<file path="src/rtl/fb_scanout.sv">
// fb_scanout: 640x480@60 VGA scanout of a 320x240 12-bit frame buffer,
// upscaled 2x in both axes. Reads a synchronous BRAM port one pixel tick
// at a time, aligns syncs/DE/vblank with the returned colour, and exports
// vblank and a frame-start pulse for the rest of the system.
// Optional feature: define FB_SCANOUT_YFLIP_EN to treat frame-buffer row 0
// as the bottom display line (Y-up rasterizer).
module fb_scanout #(
  parameter int H_ACTIVE = 640,
  parameter int H_FP     = 16,
  parameter int H_SYNC   = 96,
  parameter int H_BP     = 48,
  parameter int V_ACTIVE = 480,
  parameter int V_FP     = 10,
  parameter int V_SYNC   = 2,
  parameter int V_BP     = 33,
  parameter int CLK_DIV  = 4,
  parameter int FB_W     = 320,
  parameter int FB_H     = 240
) (
  input  logic        clk,
  input  logic        rst_n,
  input  logic        i_enable,
  output logic [16:0] o_fb_addr,
  output logic        o_fb_re,
  input  logic [11:0] i_fb_data,
  output logic        o_hsync,
  output logic        o_vsync,
  output logic [3:0]  o_r,
  output logic [3:0]  o_g,
  output logic [3:0]  o_b,
  output logic        o_de,
  output logic        o_vblank,
  output logic        o_frame_start
);

  localparam int H_TOTAL = H_ACTIVE + H_FP + H_SYNC + H_BP;
  localparam int V_TOTAL = V_ACTIVE + V_FP + V_SYNC + V_BP;
  localparam int HW = $clog2(H_TOTAL);
  localparam int VW = $clog2(V_TOTAL);
  localparam int DW = $clog2(CLK_DIV);

  localparam logic [HW-1:0] H_LAST = HW'(H_TOTAL - 1);
  localparam logic [HW-1:0] H_ACT  = HW'(H_ACTIVE);
  localparam logic [HW-1:0] HS_BEG = HW'(H_ACTIVE + H_FP);
  localparam logic [HW-1:0] HS_END = HW'(H_ACTIVE + H_FP + H_SYNC);
  localparam logic [VW-1:0] V_LAST = VW'(V_TOTAL - 1);
  localparam logic [VW-1:0] V_ACT  = VW'(V_ACTIVE);
  localparam logic [VW-1:0] V_ACT_M1 = VW'(V_ACTIVE - 1);
  localparam logic [VW-1:0] VS_BEG = VW'(V_ACTIVE + V_FP);
  localparam logic [VW-1:0] VS_END = VW'(V_ACTIVE + V_FP + V_SYNC);
  localparam logic [DW-1:0] DIV_LAST = DW'(CLK_DIV - 1);
  localparam logic [16:0]   FB_STEP  = 17'(FB_W);
`ifdef FB_SCANOUT_YFLIP_EN
  localparam logic [16:0]   RB_INIT  = 17'((FB_H - 1) * FB_W);
`else
  localparam logic [16:0]   RB_INIT  = 17'd0;
`endif

  // Video side-band bundle {de, hsync_n, vsync_n, vblank}; idle = blanked.
  localparam logic [3:0] VID_IDLE = 4'b0111;

  logic [DW-1:0] div_q, div_d;
  logic [HW-1:0] hcnt_q, hcnt_d;
  logic [VW-1:0] vcnt_q, vcnt_d;
  logic [16:0]   rb_q, rb_d;
  logic [16:0]   addr_q, addr_d;
  logic          re_q, re_d;
  logic          re1_q, re1_d;
  logic          fs_q, fs_d;
  logic [3:0]    vid0_q, vid0_d, vid1_q, vid1_d, vid2_q, vid2_d;
  logic [11:0]   rgb_q, rgb_d;

  logic tick, active, hs_n, vs_n, vb;

  assign tick   = (div_q == '0);
  assign active = (hcnt_q < H_ACT) && (vcnt_q < V_ACT);
  assign hs_n   = !((hcnt_q >= HS_BEG) && (hcnt_q < HS_END));
  assign vs_n   = !((vcnt_q >= VS_BEG) && (vcnt_q < VS_END));
  assign vb     = (vcnt_q >= V_ACT);

  // Next state: timing counters, row accumulator, read strobe and the
  // two-stage delay that lines side-band signals up with returned data.
  always_comb begin
    div_d  = (div_q == DIV_LAST) ? '0 : div_q + 1'b1;
    hcnt_d = hcnt_q;
    vcnt_d = vcnt_q;
    rb_d   = rb_q;
    addr_d = addr_q;
    re_d   = tick && active;
    fs_d   = tick && (hcnt_q == '0) && (vcnt_q == '0);
    vid0_d = vid0_q;
    vid1_d = vid0_q;
    vid2_d = vid1_q;
    re1_d  = re_q;
    // Load on returned data; hold through the rest of an active pixel;
    // zero as soon as the aligned pixel is blank.
    rgb_d  = re1_q ? i_fb_data : (vid1_q[3] ? rgb_q : 12'd0);
    if (tick) begin
      vid0_d = {active, hs_n, vs_n, vb};
      if (active) addr_d = rb_q + 17'(hcnt_q >> 1);
      if (hcnt_q == H_LAST) begin
        hcnt_d = '0;
        if (vcnt_q == V_LAST) begin
          vcnt_d = '0;
          rb_d   = RB_INIT;
        end else begin
          vcnt_d = vcnt_q + 1'b1;
          // Advance one source row after every odd display line; the last
          // visible line is skipped so the accumulator stays in range.
          if (vcnt_q[0] && (vcnt_q < V_ACT_M1)) begin
`ifdef FB_SCANOUT_YFLIP_EN
            rb_d = rb_q - FB_STEP;
`else
            rb_d = rb_q + FB_STEP;
`endif
          end
        end
      end else begin
        hcnt_d = hcnt_q + 1'b1;
      end
    end
    // Disabled: everything parks at the origin with outputs idle, so the
    // next enabled clk is the first tick of a fresh frame.
    if (!i_enable) begin
      div_d  = '0;
      hcnt_d = '0;
      vcnt_d = '0;
      rb_d   = RB_INIT;
      addr_d = '0;
      re_d   = 1'b0;
      re1_d  = 1'b0;
      fs_d   = 1'b0;
      vid0_d = VID_IDLE;
      vid1_d = VID_IDLE;
      vid2_d = VID_IDLE;
      rgb_d  = '0;
    end
  end

  // State and output registers with asynchronous reset.
  always_ff @(posedge clk or negedge rst_n) begin
    if (!rst_n) begin
      div_q  <= '0;
      hcnt_q <= '0;
      vcnt_q <= '0;
      rb_q   <= RB_INIT;
      addr_q <= '0;
      re_q   <= 1'b0;
      re1_q  <= 1'b0;
      fs_q   <= 1'b0;
      vid0_q <= VID_IDLE;
      vid1_q <= VID_IDLE;
      vid2_q <= VID_IDLE;
      rgb_q  <= '0;
    end else begin
      div_q  <= div_d;
      hcnt_q <= hcnt_d;
      vcnt_q <= vcnt_d;
      rb_q   <= rb_d;
      addr_q <= addr_d;
      re_q   <= re_d;
      re1_q  <= re1_d;
      fs_q   <= fs_d;
      vid0_q <= vid0_d;
      vid1_q <= vid1_d;
      vid2_q <= vid2_d;
      rgb_q  <= rgb_d;
    end
  end

  assign o_fb_addr     = addr_q;
  assign o_fb_re       = re_q;
  assign o_frame_start = fs_q;
  assign o_de          = vid2_q[3];
  assign o_hsync       = vid2_q[2];
  assign o_vsync       = vid2_q[1];
  assign o_vblank      = vid2_q[0];
  assign o_r           = rgb_q[11:8];
  assign o_g           = rgb_q[7:4];
  assign o_b           = rgb_q[3:0];

endmodule

</file>
<file path="config.mk">
export PLATFORM = sky130hd
export DESIGN_NAME = fb_scanout
export DESIGN_NICKNAME = d
export VERILOG_FILES = /design/src/rtl/fb_scanout.sv
export SDC_FILE = /design/constraint.sdc
export NUM_CORES = 1
export LEC_CHECK = 0
export ABC_AREA = 1
export BUFFER_PORTS_ARGS = -buffer_cell sky130_fd_sc_hd__buf_2
export CAP_MARGIN = 20
export CORE_MARGIN = 2
export CORE_UTILIZATION = 40
export DETAILED_ROUTE_END_ITERATION = 16
export GPL_ROUTABILITY_DRIVEN = 0
export PLACE_DENSITY = 0.67
export SLEW_MARGIN = 25
export SYNTH_ARGS = -nofsm -noshare
export SYNTH_HDL_FRONTEND = slang
export SYNTH_SLANG_ARGS = --single-unit
export TNS_END_PERCENT = 20
</file>
<file path="constraint.sdc">
create_clock -name clk -period 1.7 [get_ports clk]
set_input_delay 0.085 -clock clk [delete_from_list [all_inputs] [get_ports clk]]
set_output_delay 0.085 -clock clk [all_outputs]
set_load 0.01 [all_outputs]
</file>
After elaboration in Yosys (flattened, before gate mapping) --
Index checks and enable logic that the tools add are counted. W data, S select, Z words.
Word-level totals: register bits after elaboration 83, bits of input ports 15
Operators by class: multiplexer cells 27, magnitude comparators 8, $add $sub $neg 5, eq/ne operators 8, reductions and logical operators 15
Operators by type and width (count):
- $mux W17 | 8
- $mux W10 | 7
- $mux W12 | 3
- $lt A10 B9 Y1 const B | 3
- $add A10 B1 Y10 const B | 2
- $eq A10 B10 Y1 const B | 2
- $ge A10 B9 Y1 const B | 2
- $logic_not A10 Y1 | 2
- $lt A10 B10 Y1 const B | 2
- $add A17 B9 Y17 | 1
- $add A17 B9 Y17 const B | 1
- $mux W4 | 4
- $ge A10 B10 Y1 const B | 1
- $logic_and A1 B1 Y1 | 7
- $ne A2 B1 Y1 const B | 3
- $mux W2 | 2
- $reduce_and A2 Y1 | 2
- $mux W1 | 3
- $ne A3 B1 Y1 const B | 1
- $ne A3 B3 Y1 const B | 1
- $reduce_and A3 Y1 | 1
- $add A2 B1 Y2 const B | 1
- $eq A2 B2 Y1 const B | 1
- $logic_not A1 Y1 | 2
- $logic_not A2 Y1 | 1

Longest topological paths before layout --
Gate-level depths: netlist of the first run.
depth after elaboration 7, gate-level depth with buffers 11

Worst setup path after synthesis of the first run --
Ideal clock, no wire load.
path kind register -> register, from reg vcnt_q[0], to reg rb_q[13], setup time 118 ps, stages on the path, launching flop included 11, data arrival time 1381 ps, setup slack 200 ps, cells stage by stage dfrtp_1 > ha_1 > inv_1 > nor2_4 > inv_2 > nor2_2 > nor2_2 > nand2_2 > buf_6 > nand3_1 > nand2_1
Between the ends: word-level cells in the longest chain between the ends 5
Ends and longest elaborated chain:
- from (decl) | RTL line 64 | logic [VW-1:0] vcnt_q, vcnt_d;
- from (signal assigned) | RTL line 158 | vcnt_q <= vcnt_d;
- parallel branches: the longest is 5 deep, another holds $lt A10 B9 Y1
- to (signal assigned) | RTL line 159 | rb_q <= rb_d;
- to (decl) | RTL line 65 | logic [16:0] rb_q, rb_d;
Parallel ways; which one is timed is not known. The select of a mux whose other input is x is not followed. A chain may end at the register's enable or synchronous reset.

Worst setup path after layout of the first run --
from reg vcnt_q[0], to reg rb_q[10]
Same word-level chain as after synthesis.

==> impl_metrics.ini, run 1 <==
[run_status]
outcome = completed

[synth]
synth-seq-cells = 77
synth-simple-area-share_pct = 32.7
async_flop_share_pct = 100
syn_nets = 538
ys_warn_count = 0
synth_ff_type = dfrtp_1
syn_area_um2 = 4050
synthCells = 512
synth_top_family_by_area = simple AND/OR/NAND/NOR gates
ys_types = 35
synth_compound_area_share_pct = 5.66
synthMuxAreaShare_pct = 0
synthAdderAreaFrac_pct = 3.40
seq_area_frac_synth_pct = 47.9
synth-edff-count = 0
synthXorXnorAreaFrac_pct = 1.30
synth_area_per_cell_um2 = 7.91

[pwr]
seq_power_share_pct = 52.3
max-vdd-ir-drop_uv = 312
powerDensity_nw_per_um2 = 739
p_sw_share_pct = 26.2
power.leakage_uw = 0.00254
switchingPower_uw = 959
finalPower_uw = 3670
comb_power_share_pct = 9.8
clkPwrFrac_pct = 37.9
internal-power_uw = 2710

[setup_path]
cp-end-kind = register
regToRegSetupSlack_ps = 110
arrival_ps = 1830
worst_ep_required_time_ps = 1940
cp_top_family = simple AND/OR/NAND/NOR gates
slowest_stage = dfrtp_2
cp-start-kind = register
worst-path-buf-inv = 2
crit_type = reg -> reg
worstPathMaxFanout = 5
slowest_delay_ps = 450
worstPathCellList = inv_2 > ha_2 > nand3_1 > nor2_1 > nand2_1 > nand2_2 > inv_1 > nand2_1 > nor2_4 > nand2_1 > nand2_1
crit_top_cell = nand2_1

[global_routing]
gr-max-usage-layer = met2
grt_antenna_before_repair = 0
use_met2_pct = 30.8
grt_usage_pct = 18.6
overflow = 0
grt_pass1_wl_mm = 16.5
met1_usage_pct = 24.3
grt_max_degree = 56
first_global_vias = 3511
met3_usage_pct = 2.74

[floorplanning]
fp-row-count = 36
die_h_um = 105
die_area_um2 = 10900
start_util_pct = 41.2
die_w_um = 105
io_pins = 50
placeableCoreArea_um2 = 9820

[cells_and_area]
nets = 621
antennaDiodeCount = 0
final_common_cell = nand2_1
syn2layout_area_growth_pct = 22.6
drive_gt1_share_pct = 23.2
final_cell_mix = nand2_1 (117), nand3_1 (75), inv_1 (68)
fin_cells = 733

[sta]
min_period_ps = 1590
finClkSkew_ps = 11.3
fin_crit_sh_pct = 93.3
setup_ws_ps = 113
worst_pin_slew_ps = 455
max_freq_mhz = 630
relSlewSlack_pct = 69.7
slew_violations = 0
rsz0062_at_grt = yes
finalSetupViolations = 0
final_hold_viol_count = 0

[cts]
root_buffer = clkbuf_8
clk_latency_ps = 360
cts_inserted_buffers = 9
clockBufferDepth = 2
clock_sinks = 77
clk_pin_slew_worst_paths_ps = 90
cts_tree = done
htree_levels = 3

[place]
dpl.hpwl_mm = 6.85
dp.cells = 702
io_buffers = 49
pre_cts_ws_ps = -4.02

[drt]
vias_per_cell = 5.01
drt-initial-drc-count = 230
vias = 3671
wl_per_cell_um = 13.1
drt_wl_total_mm = 9.58
first_pass_iters = 7
drc_errors = 0
ant_nets = 0

[worst_hold_path]
hp-class = in -> reg

[run]
drv_cap = 0
-- state kept, by name (all words and copies together), names as in the netlist --
signal / count
o_fb_re: 1
rgb_q: 12
re1_q: 1
div_q: 2
rb_q: 11
vid1_q: 4
o_frame_start: 1
vid0_q: 4
vcnt_q: 10
hcnt_q: 10
o_fb_addr: 17
vid2_q: 4
-- final timing paths --
check / startpoint / endpoint / cells past startpoint
min: i_enable / vid1_q[2] / 2
max in group asynchronous: rst_n / vid2_q[0] / 3
min in group asynchronous: rst_n / vcnt_q[8] / 2
max: vcnt_q[0] / rb_q[10] / 11
max reg2reg: vcnt_q[0] / rb_q[10] / 11
min reg2reg: vid0_q[2] / vid1_q[2] / 2
-- synthesized netlist by cell type, types with 6 or more instances --
cell type,count,share of area (%)
inv_1,69,6.4
nor2_1,42,3.9
o21ai_0,28,3.5
nor2_2,7,1.1
nand2_1,119,11
nor3_1,6,0.74
a21oi_1,10,1.2
ha_1,11,3.4
nand3_1,75,9.3
dfstp_2,9,5.8
xor2_1,6,1.3
nand2_2,6,0.93
dfrtp_1,68,42
nand4_1,13,2.0
-- timing repair --
| action | in CTS | in global routing |
|---|---|---|
| pin swaps | 0 | 2 |
| endpoints found under the setup margin | 1 | 27 |
| resized for setup | 1 | 16 |
| hold buffers | 13 | 0 |
| buffers inserted | 0 | 2 |
| endpoints found under the hold margin | 87 | 0 |
-- through the flow --
step	hold slack, ps	cell area (µm²)	setup TNS (ps)	util, %
5_1_grt	75.2	4960	-11.8	50.5
3_3_place_gp	-0.0466	4560	0	46.4
3_5_place_dp	4.54	4560	-4.02	46.4
6_report	72.5	4960	0	50.5
2_1_floorplan	-211	4050	0	-
4_1_cts	45.4	4890	0	49.8
-- cells by family (layout without fill, tap and decap cells) --
kind of cell / Yosys count / in the layout
simple gates: 286 / 286
buf+inv: 88 / 176
flops: 77 / 77
compound gates: 44 / 44
fa+ha+maj: 11 / 11
xor+xnor: 6 / 6
-- cell type report --
class | count | area (µm²)
clock buffers | 9 | 124
well taps | 133 | 166
clock inverters | 7 | 72.6
repair buffers | 85 | 579
flip-flops and latches | 77 | 1940
multi-input cells | 347 | 1800
inverters | 75 | 282
fillers | 953 | 4860
-- power by group through the flow --
stage	registers, µW	logic, µW	clock network (µW)
final	1920	359	1390
after global routing	1920	405	1510
after CTS	1920	358	1420
after detailed placement	1950	333	0
after global placement	1950	327	0
after floorplan	1950	182	0
-- layer usage --
layer / wire [µm] / vias up
met2: 4500 / 107
met4: 170 / 0
li1: - / 1802
met1: 4450 / 1745
met3: 461 / 17
met5: 0 / -
(Power assumes the default switching activity.)
==> inputs of run 2 (changes only) <==
--- a/config.mk
+++ b/config.mk
@@ -12,7 +12,7 @@
 export CORE_UTILIZATION = 40
 export DETAILED_ROUTE_END_ITERATION = 16
 export GPL_ROUTABILITY_DRIVEN = 0
-export PLACE_DENSITY = 0.67
+export PLACE_DENSITY = 0.69
 export SLEW_MARGIN = 25
 export SYNTH_ARGS = -nofsm -noshare
 export SYNTH_HDL_FRONTEND = slang
==> run 2 against run 1 <==
Net effect:
- critical path depth is 2 lower
- worst setup slack worse by 28 ps
- sequential power about the same
- non-clock buffer count unchanged
- via count grew 0.93%
- combinational power is 2% higher
- core utilization grew 0.29 points
- wire length is 2.1% higher
- clock power rose by 9%
- critical path type unchanged
- largest cell class unchanged
- largest power group unchanged
==> impl_metrics.ini, run 2 (synthesis results as in run 1) <==
[global_routing]
overflow = 0
grt_usage_pct = 18.5
grt_max_degree = 37
grt_pass1_wl_mm = 16.6
first_global_vias = 3553
grt_antenna_before_repair = 0

[place]
dpl.hpwl_mm = 6.90
placed_cell_area_um2 = 4540
pre_cts_ws_ps = -41.2
io_buffers = 49

[setup_path]
cp-end-kind = register
worstPathMaxFanout = 11
arrival_ps = 1840
crit_type = reg -> reg
cp-start-kind = register
worst_ep_required_time_ps = 1930

[cells_and_area]
final_common_cell = nand2_1
drive_gt1_share_pct = 24.0
final_area_um2 = 4990
largest_register_ffs = 17
register_area_um2 = 1940
final_cell_mix = nand2_1 (116), nand3_1 (73), inv_1 (67)
nets = 621
syn2layout_area_growth_pct = 23.3
fillCellCount = 919
antennaDiodeCount = 0
multiInputGateArea_um2 = 1810

[drt]
drt_wl_total_mm = 9.79
vias = 3705
drt-initial-drc-count = 339
drc_errors = 0
vias_per_cell = 5.05
first_pass_iters = 6
wl_per_cell_um = 13.3
ant_nets = 0

[cts]
clk_pin_slew_worst_paths_ps = 80
root_buffer = clkbuf_8
cts_tree = done
htree_levels = 3
clk_latency_ps = 350
cts_inserted_buffers = 9
clockBufferDepth = 2
clock_sinks = 77

[sta]
finalSetupViolations = 0
setup_ws_ps = 85.7
relSlewSlack_pct = 68.3
fin_crit_sh_pct = 95.0
slew_violations = 0
worst_pin_slew_ps = 475
final_hold_viol_count = 0
rsz0062_at_grt = yes
min_period_ps = 1610
finClkSkew_ps = 11.0
max_freq_mhz = 619

[pwr]
power.leakage_uw = 0.00255
max-vdd-ir-drop_uv = 449
powerDensity_nw_per_um2 = 763

[floorplanning]
placeableCoreArea_um2 = 9820
die_w_um = 105
start_util_pct = 41.2
io_pins = 50
die_h_um = 105
die_area_um2 = 10900
fp-row-count = 36

[worst_hold_path]
hp-class = in -> reg

[run]
drv_cap = 0

[run_status]
outcome = completed
[run 2: path summary, 6_finish.rpt]
kind	start	cells past startpoint	end	slack, ps
hold reg to reg	div_q[0]	1	div_q[0]	470
setup / recovery	hcnt_q[0]	9	vcnt_q[0]	90
hold / removal	i_fb_data[10]	3	rgb_q[10]	20
setup reg to reg	hcnt_q[0]	9	vcnt_q[0]	90
min in group asynchronous	rst_n	2	o_fb_addr[0]	220
max in group asynchronous	rst_n	3	vid0_q[1]	880
[run 2: what timing repair did]
item,4_1_cts,5_1_grt
buffers inserted,0,6
endpoints found under the setup margin,4,31
pin swaps,0,4
resized for setup,2,21
hold buffers,12,0
hold endpoints to repair,41,0
[run 2: cell type report]
cell class	instances	area share, %
clock buffer	10	2.56
inverter	75	5.64
tap	133	3.34
clock inverter	6	1.78
multi-input combinational	347	36.2
sequential	77	38.9
timing repair buffer	85	11.6
[run 2: power by group]
part	total (µW)	internal, µW	switching, µW
Clock	1520	827	698
Sequential	1920	1880	33.0
Combinational	365	139	227
[run 2: worst max-delay path, stage by stage, from the launching register on]
cell and delay (ps):
dfrtp_1 400, ha_2 220, nand3_2 100, nor2_4 130
nand3_2 140, nand2_4 160, buf_12 140, inv_2 60
nor2_1 90, a21oi_1 60
[run 2: metrics by stage]
| stage | hold slack, ps | std cells | TNS [ps] | total power, µW | util (%) |
|---|---|---|---|---|---|
| floorplan | -211 | 512 | 0 | 2140 | - |
| global placement | 71.0 | 699 | -47.6 | 2270 | 46.2 |
| detailed placement | 75.7 | 699 | -41.2 | 2280 | 46.2 |
| CTS | 10.4 | 727 | 0 | 3820 | 49.7 |
| global route | 22.4 | 733 | -217 | 3970 | 50.8 |
| finish | 19.5 | 733 | 0 | 3810 | 50.8 |
[run 2: metal layers]
metal	global-route usage (%)	up-vias	wire [µm]
met3	3.62	16	555
met1	24.3	1749	4450
met4	6.19	0	156
li1	-	1807	-
met2	30.7	133	4630
met5	0	-	0
==> inputs of run 3 (changes only) <==
--- a/config.mk
+++ b/config.mk
@@ -5,7 +5,6 @@
 export SDC_FILE = /design/constraint.sdc
 export NUM_CORES = 1
 export LEC_CHECK = 0
-export ABC_AREA = 1
 export BUFFER_PORTS_ARGS = -buffer_cell sky130_fd_sc_hd__buf_2
 export CAP_MARGIN = 20
 export CORE_MARGIN = 2
==> run 3 against run 2 <==
Net effect:
- the flow now finishes with violations (negative setup slack)
- die area fell by 6.7%
- worst setup slack got worse by 470 ps
- hold slack got worse by 13 ps
- synthesized cell count fell by 24%
- critical path depth did not move
- fmax fell by 23%
- core utilization rose by 3.5 points
- via count fell by 9.6%
- total power rose by 4.4%
- wire length fell by 4.0%
==> impl_metrics.ini, run 3 <==
[run_status]
outcome = complete, but fails checks
violations = negative setup slack

[synth]
ys_warn_count = 0
synth_common_cells = dfrtp_1 (68), nand2_1 (49), nor2_1 (30)
seq_area_frac_synth_pct = 51.5
syn_nets = 415
synth_area_per_cell_um2 = 9.68
synth_ff_type = dfrtp_1
async_flop_share_pct = 100
synth-seq-cells = 77
synth.top_cell.area_share_pct = 45.2
synthCells = 389
yosysTopAreaCell = dfrtp_1
ys_types = 51
synth_area_leaders = dfrtp_1 (45%), dfstp_2 (6.3%), nand2_1 (4.9%), ha_1 (3.7%), a21oi_1 (3.6%)
syn_area_um2 = 3760
synth-edff-count = 0
synth.most_common_cell = dfrtp_1

[sta]
finalSetupViolations = 24
worst_pin_slew_ps = 738
max_freq_mhz = 480
slew_violations = 0
fin_crit_sh_pct = 123
min_period_ps = 2080
final_hold_viol_count = 0
rsz0062_at_grt = yes
setup_ws_ps = -385
finClkSkew_ps = 11.7
setup-tns-final_ps = -6480
relSlewSlack_pct = 50.7

[cells_and_area]
largest_register_ffs = 17
postLayoutCoreUtil_pct = 54.4
drive_gt1_share_pct = 36.0
final_area_um2 = 5000
nets = 530
antennaDiodeCount = 0
final_cell_mix = buf_4 (74), dfrtp_1 (68), nand2_1 (48), buf_2 (48), nor2_1 (30)
final_common_cell = buf_4
syn2layout_area_growth_pct = 32.8
fin_cells = 620

[floorplanning]
die_area_um2 = 10200
die_w_um = 101
fp-row-count = 35
io_pins = 50
placeableCoreArea_um2 = 9200
die_h_um = 101
start_util_pct = 40.9

[cts]
cts_inserted_buffers = 9
root_buffer = clkbuf_8
clk_pin_slew_worst_paths_ps = 90
cts_tree = done
htree_levels = 3
clock_sinks = 77
clockBufferDepth = 2
clk_latency_ps = 350

[global_routing]
grt_max_degree = 41
grt_usage_pct = 18.8
grt_antenna_before_repair = 0
grt_pass1_wl_mm = 15.3
first_global_vias = 3215
overflow = 0

[drt]
vias = 3348
drt-initial-drc-count = 165
ant_nets = 0
drt_wl_total_mm = 9.40
drc_errors = 0
first_pass_iters = 5
wl_per_cell_um = 15.2
vias_per_cell = 5.40

[place]
io_buffers = 49
dp.cells = 597
dpl.hpwl_mm = 6.57
placed_cell_area_um2 = 4630

[setup_path]
slowest_delay_ps = 490
slowest_stage = or4b_4
cp-start-kind = register
crit_top_cell = buf_4
worstPathCellList = inv_2 > ha_1 > or4b_4 > o41ai_4 > buf_4 > nor2_2 > buf_4 > a21oi_2 > a31oi_1
worst_ep_required_time_ps = 1930
cp-end-kind = register
arrival_ps = 2320
crit_type = reg -> reg
worstPathMaxFanout = 3

[pwr]
powerDensity_nw_per_um2 = 795
finalPower_uw = 3970
power.leakage_uw = 0.00236
max-vdd-ir-drop_uv = 455

[run]
drv_cap = 0

[worst_hold_path]
hp-class = in -> reg
-- run 3: cell count changes after synthesis, sizes merged, moves of 12 or more --
cell | before | now
nand2 | 126 | 49
inv | 74 | 6
nand3 | 78 | 11
nor2 | 51 | 31
a21oi | 10 | 27
clkbuf | 2 | 19
a22oi | 0 | 12
-- run 3: kinds of logic after synthesis --
group / Yosys count / synth area share [%]
simple gates: 150 / 19.5
compound gates: 103 / 18.0
flops: 77 / 51.5
buf+inv: 31 / 3.29
xor+xnor: 15 / 3.49
fa+ha+maj: 11 / 3.66
mux: 2 / 0.532
-- run 3: what timing repair did --
item / 4_1_cts / 5_1_grt
resized for setup: 15 / 14
buffers inserted: 5 / 1
pin swaps: 9 / 4
endpoints found under the hold margin: 36 / 0
setup endpoints to repair: 31 / 34
hold buffers: 1 / 0
-- run 3: worst paths after layout --
check,to,slack [ps],start,depth (start not counted)
setup / recovery,rb_q[12],-380,vcnt_q[0],9
hold / removal,rgb_q[10],6,i_fb_data[10],3
setup reg to reg,rb_q[12],-380,vcnt_q[0],9
hold reg to reg,vid2_q[3],480,vid1_q[3],1
max in group asynchronous,vid0_q[1],810,rst_n,3
min in group asynchronous,o_fb_addr[5],240,rst_n,2
-- run 3: critical path, delay by kind of cell, from the launching register on --
kind / cells / cell delay (ps)
buf+inv: 3 / 410
fa+ha+maj: 1 / 130
flops: 1 / 420
simple gates: 2 / 540
compound gates: 3 / 460
-- run 3: cell type report --
| cell class | instances | area [µm²] |
|---|---|---|
| Timing Repair Buffer | 128 | 880 |
| Tap cell | 111 | 139 |
| Clock inverter | 7 | 57.6 |
| Multi-Input combinational cell | 281 | 1830 |
| Sequential cell | 77 | 1940 |
| Fill cell | 792 | 4200 |
| Clock buffer | 9 | 124 |
| Inverter | 7 | 26.3 |
-- run 3: power by group --
group | internal, µW | total [µW] | switching (µW)
combinational | 316 | 705 | 388
clock | 553 | 1300 | 744
sequential | 1920 | 1970 | 51.9
total | 2790 | 3970 | 1180
-- run 3: layer usage --
| metal | wire length [µm] | vias to the layer above | part of all wire, % | track usage (%) |
|---|---|---|---|---|
| met1 | 4210 | 1616 | 45 | 24.9 |
| met4 | 118 | 0 | 1.3 | 7.17 |
| met2 | 4620 | 109 | 49 | 30.7 |
| met5 | 0 | - | 0 | 0 |
| li1 | - | 1610 | - | - |
| met3 | 453 | 13 | 4.8 | 3.47 |
-- run 3: per-stage QoR --
stage | hold slack [ps] | worst slack [ps]
finish | 6.03 | -385
global route | 2.70 | -438
CTS | 3.22 | -321
detailed placement | 84.0 | -354
global placement | 80.3 | -304
floorplan | -211 | -293
